===== src/rtl/pipeline_hazard_ctrl.sv =====
// pipeline_hazard_ctrl: stall/flush/hold control for a 5-stage pipeline with memory-wait timeout and perf counters
module pipeline_hazard_ctrl #(
    parameter int MEM_TIMEOUT = 16,
    parameter int CNT_W = 16
) (
    input  logic             clk,
    input  logic             rst,
    input  logic [5:0]       id_opcode,
    input  logic [4:0]       id_rs,
    input  logic [4:0]       id_rt,
    input  logic             ex_memread,
    input  logic [4:0]       ex_rt,
    input  logic             ex_branch_taken,
    input  logic             mem_req,
    input  logic             mem_ready,
    output logic             pc_write,
    output logic             ifid_write,
    output logic             ifid_flush,
    output logic             idex_bubble,
    output logic             pipe_hold,
    output logic             mem_err,
    output logic [CNT_W-1:0] stall_cnt,
    output logic [CNT_W-1:0] flush_cnt
);
    localparam int WW = $clog2(MEM_TIMEOUT + 1);
    typedef enum logic [1:0] {RUN, MEM_WAIT, ERROR} state_t;
    state_t state;
    logic [WW-1:0] wait_cnt;
    logic uses_rt, load_use, mem_stall, hold, flush, lu;
    always_comb begin
        uses_rt = id_opcode inside {6'b000000, 6'b101011, 6'b000100};
        load_use = ex_memread & (ex_rt != 5'd0) & ((ex_rt == id_rs) | (uses_rt & (ex_rt == id_rt)));
        mem_stall = mem_req & ~mem_ready & (state != ERROR);
        // reset forces the free-running defaults regardless of state or hazards
        hold = ~rst & (mem_stall | (state == ERROR));
        flush = ~rst & ~hold & ex_branch_taken;
        lu = ~rst & ~hold & ~ex_branch_taken & load_use;
        pc_write = ~hold & ~lu;
        ifid_write = ~hold & ~lu;
        ifid_flush = flush;
        idex_bubble = flush | lu;
        pipe_hold = hold;
    end
    always_ff @(posedge clk) begin
        if (rst) begin
            state <= RUN;
            wait_cnt <= '0;
            mem_err <= 1'b0;
            stall_cnt <= '0;
            flush_cnt <= '0;
        end else begin
            unique case (state)
                RUN: if (mem_stall) begin
                    state <= MEM_WAIT;
                    wait_cnt <= '0;
                end
                MEM_WAIT: begin
                    wait_cnt <= wait_cnt + 1'b1;
                    if (mem_ready) state <= RUN;
                    else if (WW'(wait_cnt + 1'b1) == WW'(MEM_TIMEOUT)) begin
                        state <= ERROR;
                        mem_err <= 1'b1;
                    end
                end
                default: state <= ERROR;
            endcase
            if (!pc_write && !(&stall_cnt)) stall_cnt <= stall_cnt + 1'b1;
            if (ifid_flush && !(&flush_cnt)) flush_cnt <= flush_cnt + 1'b1;
        end
    end
endmodule


===== config.mk =====
export PLATFORM = sky130hd
export DESIGN_NAME = pipeline_hazard_ctrl
export DESIGN_NICKNAME = d
export VERILOG_FILES = /design/src/rtl/pipeline_hazard_ctrl.sv
export SDC_FILE = /design/constraint.sdc
export NUM_CORES = 1
export LEC_CHECK = 0
export ABC_AREA = 0
export CORE_MARGIN = 5
export CORE_UTILIZATION = 47
export DETAILED_ROUTE_END_ITERATION = 8
export GPL_ROUTABILITY_DRIVEN = 0
export PLACE_DENSITY = 0.8
export SETUP_SLACK_MARGIN = 0.4
export SLEW_MARGIN = 20
export SYNTH_ARGS = -nofsm -noshare
export SYNTH_HDL_FRONTEND = slang
export SYNTH_SLANG_ARGS = --single-unit

===== constraint.sdc =====
create_clock -name clk -period 2.6 [get_ports clk]
set_input_delay 0.52 -clock clk [delete_from_list [all_inputs] [get_ports clk]]
set_output_delay 0.52 -clock clk [all_outputs]
set_load 0.02 [all_outputs]

==> results by group <==
Detailed routing
  • First-pass iteration count of the detailed router: 4
  • DRC Markers: 0
  • ANT nets after route: 0
  • Post-DR wirelength/cell: 16.1 um
  • Vias per inst: 5.86
  • Final wirelength: 6.49 mm
  • Drt initial violations: 112
  • Total number of vias: 2360

Power
  • Leak: 1.28 nW
  • Internal: 0.000907 W
  • Worst vdd ir: 0.316 mV
  • Total Power Consumption: 0.00123 W
  • Switching Share: 26.0%
  • Logic pwr share: 15.9%
  • Reg power frac: 50.6%
  • Switch Pwr: 0.000319 W
  • Clock power share: 33.4%
  • PwrDens: 370 nW/um^2

Timing
  • Crit share post-route: 89.7%
  • Slew @ Worst Pin: 0.395 ns
  • # setup viols final: 0
  • RSZ-0062 raised after global routing: yes
  • Hold Fails Final Rpt: 0
  • Max Fclk: 429 MHz
  • Rel. slew slack: 73.7%
  • Clk_skew: 0.00627 ns
  • Fin crit period: 2.33 ns
  • Fin. max-slew vios: 0

Cells and area
  • Share of cells above drive strength 1: 25.1%
  • Commonest non-fill, non-tap cells in the layout: dfxtp_1, clkdlybuf4s50_1, buf_4, nor2_1, nand3_1
  • Number of fill cells: 336
  • Final core occ: 75.1%
  • P&R area growth vs syn: 52.9%
  • Final nets: 380
  • Fin area: 3310 um^2
  • # diodes: 0
  • Commonest non-fill, non-tap cell in the layout: dfxtp_1

Hold path
  • Hold depth: 2
  • Worst Hold Class: reg -> reg

Flow run
  • Max_cap viols: 0

Global route
  • Initial antenna violation count: 0
  • Largest net degree at the start of global routing: 38
  • Number of global-route vias before repair: 2226
  • First-pass GRT wire length: 10.2 mm
  • All-layer global routing usage: 20.0%
  • GR Overflow Total: 0

Synthesis
  • Synth warn: 0
  • Post-Synth Adder-Cell Area: 1.73%
  • Yosys cell types: 45
  • Async set-reset flop share out of synthesis: 0%
  • Mux cell area share after synthesis: 1.91%
  • Synth Area in Compound Gates: 15.4%
  • Post-synth EDFFs: 0
  • Synth Area in Simple Gates: 31.0%
  • Sequential fraction of the synthesis area: 37.0%
  • Post-Syn Nets: 285
  • Yosys reg bits: 40
  • Syn avg cell area: 8.50 um^2
  • Synthesized cell area: 2170 um^2
  • Largest family of logic cells by synthesized area: simple AND/OR/NAND/NOR gates
  • Mapped Cells: 255
  • Main flop type after synthesis: dfxtp_1
  • Synth Area in XOR/XNOR: 9.30%

Die
  • Core region area: 4410 um^2
  • I/O pin count: 65
  • Row cnt: 24
  • Die width: 77.9 um
  • Die Span Y: 77.9 um
  • Die ar.: 6070 um^2
  • Initial Utilization: 49.1%

Clock network
  • Clock transition at path regs: 0.08 ns
  • CTS Hold Bufs: 0
  • H-tree Lvls: 2
  • TritonCTS Buffers: 5
  • CTS tree: built
  • Root Buffer: clkbuf_8
  • Clock tree buffer depth: 2
  • Skew-Pair Late Insertion Delay: 0.29 ns
  • CTS Sinks: 40

Placement
  • Post-DP HPWL: 4.42 mm
  • Post-DP Area: 3000 um^2
  • PortBufs: 64

Critical path
  • Setup crit end kind: primary output
  • Crit path max-delay family: simple AND/OR/NAND/NOR gates
  • Signal arrival time at the worst endpoint: 1.81 ns
  • Buf+Inv Stages, Crit Path: 3
  • Slowest stage delay, CP: 0.50 ns
  • Crit-path max FO: 4
  • Critical path class: in -> out
  • CP max-delay cell: or4_4
  • CP Launch Type: input port
  • Crit path depth: 8
  • Reg2Reg Depth: 8
  • Critical Path RT: 2.08 ns
  • Crit path cell chain: buf_2, or4_4, o21ai_2, nand3_2, a21oi_2, buf_4, nor2_4, buf_6

Outcome
  • Status: finished clean
## timing repair
action                                  in CTS  in global routing
gates cloned                                 0                  1
pin swaps                                   13                 11
buffers inserted                             5                  5
endpoints found under the setup margin      21                 21
resized for setup                           75                 33
## per-stage QoR
stage	TNS [ns]	worst slack, ns	cells	hold WS [ns]
after floorplan	0	0.344	255	0.465
after global placement	-3.01	-0.496	384	0.482
after detailed placement	-3.89	-0.574	384	0.494
after CTS	0	0.248	397	0.506
after global routing	0	0.216	403	0.555
final	0	0.267	403	0.509
## power groups by stage
stage	Sequential, W	Combinational, W	Clock (W)
after global placement	0.000636	0.000156	0
after floorplan	0.000638	0.0000695	0
after global routing	0.000622	0.000209	0.000455
after detailed placement	0.000636	0.000160	0
final	0.000621	0.000196	0.000410
after CTS	0.000621	0.000167	0.000422
## logic make-up after synthesis
family / count (synthesis)
fa+ha+maj: 3
xor+xnor: 23
compound gates: 50
flops: 40
simple gates: 119
buf+inv: 16
mux: 4
## routing by layer
metal  GRT usage [%]  vias to the layer above  wire length, um
met4            7.94                        0              183
li1                -                     1137                -
met1            22.9                     1121             2580
met2            35.4                       83             3380
met3            4.98                       19              339
met5               0                        -                0
## flip-flops by register name (all words and copies together) (netlist names)
| signal | count |
|---|---|
| flush_cnt | 16 |
| mem_err | 1 |
| stall_cnt | 16 |
| wait_cnt | 5 |
| state | 2 |
## worst register-to-register path: cells and delay by family (launching register included)
| family | cells | cell delay (ns) |
|---|---|---|
| AOI/OAI and AO/OA | 3 | 0.41 |
| buffers and inverters | 2 | 0.26 |
| DFF | 1 | 0.41 |
| and+or+nand+nor | 3 | 0.97 |
## Yosys cell counts (2+ instances only)
| library cell | number | area, um^2 |
|---|---|---|
| nand4_1 | 8 | 50.1 |
| buf_4 | 3 | 22.5 |
| o31ai_1 | 6 | 45.0 |
| nor3_1 | 4 | 20.0 |
| nand3b_1 | 2 | 15.0 |
| o311ai_0 | 3 | 26.3 |
| o41ai_1 | 6 | 52.6 |
| a211oi_1 | 3 | 22.5 |
| nor2_1 | 28 | 105 |
| nand2b_1 | 4 | 25.0 |
| nor2b_1 | 4 | 25.0 |
| and4_1 | 2 | 17.5 |
| o21ai_0 | 5 | 25.0 |
| a31oi_1 | 3 | 18.8 |
| and3_1 | 12 | 75.1 |
| clkbuf_1 | 5 | 18.8 |
| inv_1 | 6 | 22.5 |
| or2_2 | 5 | 31.3 |
| a21oi_1 | 16 | 80.1 |
| o311ai_1 | 3 | 26.3 |
| nand2_1 | 8 | 30.0 |
| nand3_1 | 24 | 120 |
| xnor2_1 | 4 | 35.0 |
| or4_1 | 7 | 52.6 |
| mux2i_1 | 3 | 30.0 |
| dfxtp_1 | 40 | 801 |
| nor4_1 | 3 | 18.8 |
| ha_1 | 3 | 37.5 |
| xor2_1 | 19 | 166 |
## layout make-up
| cell class | count | area (um^2) | share of cell area, % |
|---|---|---|---|
| multi-input cells | 199 | 1450 | 43.6 |
| well taps | 52 | 65.1 | 1.96 |
| flip-flops and latches | 40 | 801 | 24.2 |
| inverters | 6 | 22.5 | 0.680 |
| clock buffers | 7 | 76.3 | 2.30 |
| repair buffers | 98 | 895 | 27.0 |
| clock inverters | 1 | 8.76 | 0.264 |
## worst paths after layout
kind	slack [ns]	end	startpoint
max	0.27	ifid_write	id_opcode[0]
min	0.51	wait_cnt[4]	wait_cnt[4]
max reg2reg	0.50	stall_cnt[8]	state[1]
min reg2reg	0.51	wait_cnt[4]	wait_cnt[4]
No activity file was read; power rests on OpenSTA's default activity.
